File: src/rtl/demux_route4_if.sv
// Producer/consumer bundle for the 1-to-4 registered demux: one input stream
// fanning out to four independent lane handshakes.
interface demux_route4_if #(
  parameter int WIDTH = 8,
  parameter int CNT_W = 8
);
  logic [WIDTH-1:0]   in;
  logic [1:0]         s;
  logic               in_valid;
  logic               in_ready;
  logic [4*WIDTH-1:0] op;
  logic [3:0]         op_valid;
  logic [3:0]         op_ready;
  logic [3:0]         full;
  logic [4*CNT_W-1:0] lane_cnt;

  modport master (
    output in, s, in_valid, op_ready,
    input  in_ready, op, op_valid, full, lane_cnt
  );

  modport slave (
    input  in, s, in_valid, op_ready,
    output in_ready, op, op_valid, full, lane_cnt
  );
endinterface

File: src/rtl/demux_route4.sv
// Registered 1-to-4 demux: each accepted word lands in the FIFO of lane s,
// and every lane drains through its own valid/ready handshake.
module demux_route4_lane #(
  parameter int WIDTH = 8,
  parameter int DEPTH = 2,
  parameter int CNT_W = 8
) (
  input  logic             clk,
  input  logic             rst,
  input  logic             push,
  input  logic [WIDTH-1:0] data,
  input  logic             ready,
  output logic [WIDTH-1:0] op,
  output logic             valid,
  output logic             full,
  output logic [CNT_W-1:0] cnt
);
  localparam int AW = $clog2(DEPTH);

  // Extra MSB on each pointer distinguishes full from empty exactly.
  logic [AW:0]      wptr, rptr;
  logic [WIDTH-1:0] mem [DEPTH];
  logic             pop;

  assign valid = (wptr != rptr);
  assign full  = (wptr[AW] != rptr[AW]) && (wptr[AW-1:0] == rptr[AW-1:0]);
  assign pop   = valid && ready;
  assign op    = valid ? mem[rptr[AW-1:0]] : '0;

  always_ff @(posedge clk) begin
    if (!rst) begin
      wptr <= '0;
      rptr <= '0;
      cnt  <= '0;
    end else begin
      if (push) begin
        wptr <= wptr + 1'b1;
        if (cnt != '1) cnt <= cnt + 1'b1;
      end
      if (pop) rptr <= rptr + 1'b1;
    end
  end

  // Storage needs no reset: nothing is visible until the pointers advance.
  always_ff @(posedge clk) begin
    if (rst && push) mem[wptr[AW-1:0]] <= data;
  end
endmodule

module demux_route4 #(
  parameter int WIDTH = 8,
  parameter int DEPTH = 2,
  parameter int CNT_W = 8
) (
  input  logic           clk,
  input  logic           rst,
  demux_route4_if.slave  bus
);
  logic [3:0]            full_w;
  logic [3:0]            valid_w;
  logic [3:0]            push_w;
  logic [3:0][WIDTH-1:0] op_w;
  logic [3:0][CNT_W-1:0] cnt_w;

  // A full lane refuses input even if it pops this cycle: no pass-through.
  assign bus.in_ready = ~full_w[bus.s];

  for (genvar k = 0; k < 4; k++) begin : g_lane
    assign push_w[k] = bus.in_valid && !full_w[k] && (bus.s == 2'(k));

    demux_route4_lane #(
      .WIDTH(WIDTH),
      .DEPTH(DEPTH),
      .CNT_W(CNT_W)
    ) u_lane (
      .clk   (clk),
      .rst   (rst),
      .push  (push_w[k]),
      .data  (bus.in),
      .ready (bus.op_ready[k]),
      .op    (op_w[k]),
      .valid (valid_w[k]),
      .full  (full_w[k]),
      .cnt   (cnt_w[k])
    );
  end

  assign bus.op       = op_w;
  assign bus.op_valid = valid_w;
  assign bus.full     = full_w;
  assign bus.lane_cnt = cnt_w;
endmodule

File: src/flat_wrapper.sv
// flat-port wrapper written by rule: the top's interface ports become plain ports
module demux_route4_flat 
#(
  parameter int WIDTH = 8,
  parameter int DEPTH = 2,
  parameter int CNT_W = 8
)
  (clk, rst, bus_in, bus_s, bus_in_valid, bus_op_ready, bus_in_ready, bus_op, bus_op_valid, bus_full, bus_lane_cnt);
  demux_route4_if #(.WIDTH(WIDTH), .CNT_W(CNT_W)) bus_i ();
  input  logic clk;
  input  logic rst;
  input wire logic [$bits(bus_i.in)-1:0] bus_in;
  input wire logic [$bits(bus_i.s)-1:0] bus_s;
  input wire logic [$bits(bus_i.in_valid)-1:0] bus_in_valid;
  input wire logic [$bits(bus_i.op_ready)-1:0] bus_op_ready;
  output wire logic [$bits(bus_i.in_ready)-1:0] bus_in_ready;
  output wire logic [$bits(bus_i.op)-1:0] bus_op;
  output wire logic [$bits(bus_i.op_valid)-1:0] bus_op_valid;
  output wire logic [$bits(bus_i.full)-1:0] bus_full;
  output wire logic [$bits(bus_i.lane_cnt)-1:0] bus_lane_cnt;
  assign bus_i.in = bus_in;
  assign bus_i.s = bus_s;
  assign bus_i.in_valid = bus_in_valid;
  assign bus_i.op_ready = bus_op_ready;
  assign bus_in_ready = bus_i.in_ready;
  assign bus_op = bus_i.op;
  assign bus_op_valid = bus_i.op_valid;
  assign bus_full = bus_i.full;
  assign bus_lane_cnt = bus_i.lane_cnt;
  demux_route4 #(.WIDTH(WIDTH), .DEPTH(DEPTH), .CNT_W(CNT_W)) u_core (.clk(clk), .rst(rst), .bus(bus_i));
endmodule
File: config.mk
export PLATFORM = sky130hd
export DESIGN_NAME = demux_route4_flat
export DESIGN_NICKNAME = d
export VERILOG_FILES = /design/src/rtl/demux_route4_if.sv /design/src/rtl/demux_route4.sv /design/src/flat_wrapper.sv
export SDC_FILE = /design/constraint.sdc
export NUM_CORES = 1
export LEC_CHECK = 0
export CORE_UTILIZATION = 45
export DETAILED_ROUTE_END_ITERATION = 7
export HOLD_SLACK_MARGIN = 0.12
export PLACE_DENSITY = 0.67
export SYNTH_ARGS = -nofsm -noshare
export SYNTH_HDL_FRONTEND = slang
export SYNTH_SLANG_ARGS = --single-unit
File: constraint.sdc
create_clock -name clk -period 3.4 [get_ports clk]
set_clock_uncertainty 0.2 [all_clocks]
set_input_delay 0.68 -clock clk [delete_from_list [all_inputs] [get_ports clk]]
set_output_delay 0.68 -clock clk [all_outputs]
set_load 0.01 [all_outputs]
==> load_flow_metrics.sql <==
INSERT INTO impl_metrics (metric_group, metric, value, unit) VALUES
('sta', 'relSlewSlack', '0.304', ''),
('yosys', 'synth-seq-area-share', '0.586', ''),
('routing', 'routed_wl', '10.6', 'mm'),
('yosys', 'proportion_of_netlist_area_held_by_the_largest_area_contributor', '0.380', ''),
('pwr', 'power.leakage', '0.00226', 'uW'),
('pwr', 'power_switching', '931', 'uW'),
('cells_and_area', 'fin_util', '0.615', ''),
('sta', 'max_clock_freq', '314', 'MHz'),
('pwr', 'p_int', '2880', 'uW'),
('global_routing', 'number_of_antenna_violations_at_the_first_check_in_global_routing', '0', ''),
('worst_setup_path', 'crit_fanout', '9', ''),
('cells_and_area', 'final_layout_size_suffix_gt1_frac', '0.0836', ''),
('yosys', 'synth.net_count', '476', ''),
('routing', 'm1WireLength', '4.87', 'mm'),
('sta', 'tightest_slew', '1.04', 'ns'),
('cts', 'number_of_buffers_added_to_fix_hold_violations_after_cts', '0', ''),
('yosys', 'synthesis.area', '5050', 'um^2'),
('worst_setup_path', 'crit_arrival', '2.30', 'ns'),
('routing', 'topRoutingLayerUsed', 'met4', ''),
('sta', 'period_share', '0.936', ''),
('hold_path', 'hold_class', 'reg -> reg', ''),
('yosys', 'synth_top_cells_by_count', 'edfxtp_1 (64), nor2_1 (62), dfxtp_1 (52)', ''),
('status', 'outcome', 'complete, no violations', ''),
('sta', 'setup_ws', '0.219', 'ns'),
('routing', 'drt-pass1-iter-count', '4', ''),
('pwr', 'share_clk_of_total_power', '0.467', ''),
('global_routing', 'grt_pass1_wl', '16.9', 'mm'),
('die', 'overall_die_area', '11700', 'um^2'),
('cells_and_area', 'layout-area-overhead-vs-synth', '32.4', '%'),
('yosys', 'number_of_distinct_library_cell_variants_in_the_gate_level_netlist_after_synthesis', '47', ''),
('sta', 'hold-worst-slack', '0.300', 'ns'),
('run', 'max-cap-violations', '0', ''),
('yosys', 'ys_async_sr_fraction', '0', ''),
('sta', 'totalNegativeSetupSlack', '0', 'ns'),
('sta', 'hold_violations', '0', ''),
('placement', 'dp_slack', '0.207', 'ns'),
('cts', 'cts_tree', 'done', ''),
('global_routing', 'grt_remaining_overflow', '0', ''),
('cts', 'clock_sinks', '116', ''),
('routing', 'route.antenna.remaining_nets', '0', ''),
('placement', 'port_buffers', '89', ''),
('global_routing', 'grt_start_max_net_pins', '32', ''),
('cts', 'insertion_delay', '0.50', 'ns'),
('cts', 'h_tree_depth_reported_by_cts', '4', ''),
('cells_and_area', 'fin_nets', '570', ''),
('global_routing', 'vias_in_the_first_global_route', '3469', ''),
('yosys', 'number_of_enable_type_register_cells_in_the_synthesized_netlist', '64', ''),
('routing', 'wl_met2', '5.03', 'mm'),
('worst_setup_path', 'critical_path.endpoint_type', 'output pin', ''),
('die', 'design.core.area', '10900', 'um^2'),
('yosys', 'synthMostInstantiatedCell', 'edfxtp_1', ''),
('routing', 'route.detailed.vias_per_inst', '5.32', ''),
('cts', 'cts_inserted_buffers', '17', ''),
('cells_and_area', 'layout.filler_cells', '886', ''),
('yosys', 'synth-main-ff-cell', 'edfxtp_1', ''),
('die', 'initial_core_util', '0.464', ''),
('die', 'design.portCount', '90', ''),
('sta', 'post_route_minimum_period', '3.18', 'ns'),
('sta', 'rsz0062_at_grt', 'no', ''),
('worst_setup_path', 'critical-path-top-cell-by-count', 'nor2_1', ''),
('cts', 'post_cts_resize_count', '0', ''),
('yosys', 'syn-mean-instance-area', '11.1', 'um^2'),
('cts', 'worst_setup_hold_path_clk_slew', '0.06', 'ns'),
('yosys', 'ys_ff_latch', '116', ''),
('placement', 'routabilityCongestion', '0.766', ''),
('sta', 'setup_violations', '0', ''),
('yosys', 'synth_largest_area_cell', 'edfxtp_1', ''),
('cts', 'ctsLongestPathBuffers', '2', ''),
('worst_setup_path', 'start_kind', 'register', ''),
('cells_and_area', 'num_antenna_cells', '0', ''),
('worst_setup_path', 'crit_path_max_incr_delay', '0.51', 'ns');
## power groups by stage
stage / Sequential (uW) / Clock, uW / Combinational, uW
after floorplan: 1560 / 0 / 283
after global placement: 1590 / 0 / 453
after detailed placement: 1600 / 0 / 461
after CTS: 1570 / 1810 / 463
after global routing: 1580 / 1880 / 502
final: 1570 / 1780 / 459
## layer usage
metal,up-vias,global-route usage
met3,5,0.0567
met2,113,0.311
met5,-,0
met1,1769,0.242
met4,0,0.0568
li1,1847,-
## through the flow
step	cells	total power [uW]	instance area, um^2
after global routing	702	3950	6690
after global placement	670	2050	6080
after detailed placement	670	2060	6080
final	702	3810	6690
after floorplan	455	1850	5050
after CTS	702	3840	6670
## sequential cells by signal, summed over array words and instances, names as in the netlist, named ones only
| name | count |
|---|---|
| u_core.g_lane.u_lane.wptr | 8 |
| u_core.g_lane.u_lane.cnt | 32 |
| u_core.g_lane.u_lane.rptr | 8 |
| u_core.g_lane.u_lane.mem | 64 |
## area by class of cell
| type | count | area [um^2] | area share |
|---|---|---|---|
| flip-flops and latches | 116 | 2960 | 0.443 |
| multi-input cells | 302 | 1940 | 0.289 |
| repair buffers | 101 | 983 | 0.147 |
| clock buffers | 18 | 418 | 0.0624 |
| clock inverters | 14 | 176 | 0.0264 |
| well taps | 140 | 175 | 0.0262 |
| inverters | 11 | 41.3 | 0.00617 |
## placed cells by master, fill, tap and decap left out, types with 12 or more instances in the layout
master / Yosys / layout
o21ai_0: 12 / 12
clkbuf_16: 0 / 16
edfxtp_1: 64 / 64
xor2_1: 13 / 12
nor2_1: 62 / 62
dfxtp_1: 52 / 52
mux2i_1: 37 / 37
nand3_1: 15 / 15
o31ai_1: 13 / 13
buf_4: 8 / 12
a21oi_1: 27 / 27
clkdlybuf4s50_1: 0 / 88
nand2_1: 26 / 26
## final timing paths
check	slack (ns)	endpoint	cells after the start	start
setup / recovery	0.22	bus_op[24]	5	u_core.g_lane[3].u_lane.rptr[1]
hold / removal	0.30	u_core.g_lane[3].u_lane.cnt[1]	2	u_core.g_lane[3].u_lane.cnt[1]
setup reg to reg	1.20	u_core.g_lane[2].u_lane.mem[1][7]	4	u_core.g_lane[2].u_lane.wptr[0]
hold reg to reg	0.30	u_core.g_lane[3].u_lane.cnt[1]	2	u_core.g_lane[3].u_lane.cnt[1]
## cell families after synthesis
logic type | Yosys count | synth area share
flip-flops | 116 | 0.586
XOR/XNOR | 24 | 0.0431
AO/OA/AOI/OAI | 81 | 0.102
multiplexers | 38 | 0.0755
adder cells (fa/ha/maj) | 4 | 0.00990
AND/OR/NAND/NOR | 155 | 0.148
buffers and inverters | 37 | 0.0347
## critical path: cells and delay by family, from the launching register on
family / cells / cell delay [ns]
buffers and inverters: 2 / 0.68
and+or+nand+nor: 2 / 0.61
DFF: 1 / 0.33
xor gates and xnor gates: 1 / 0.18
Power figures use the tool's default switching activity.
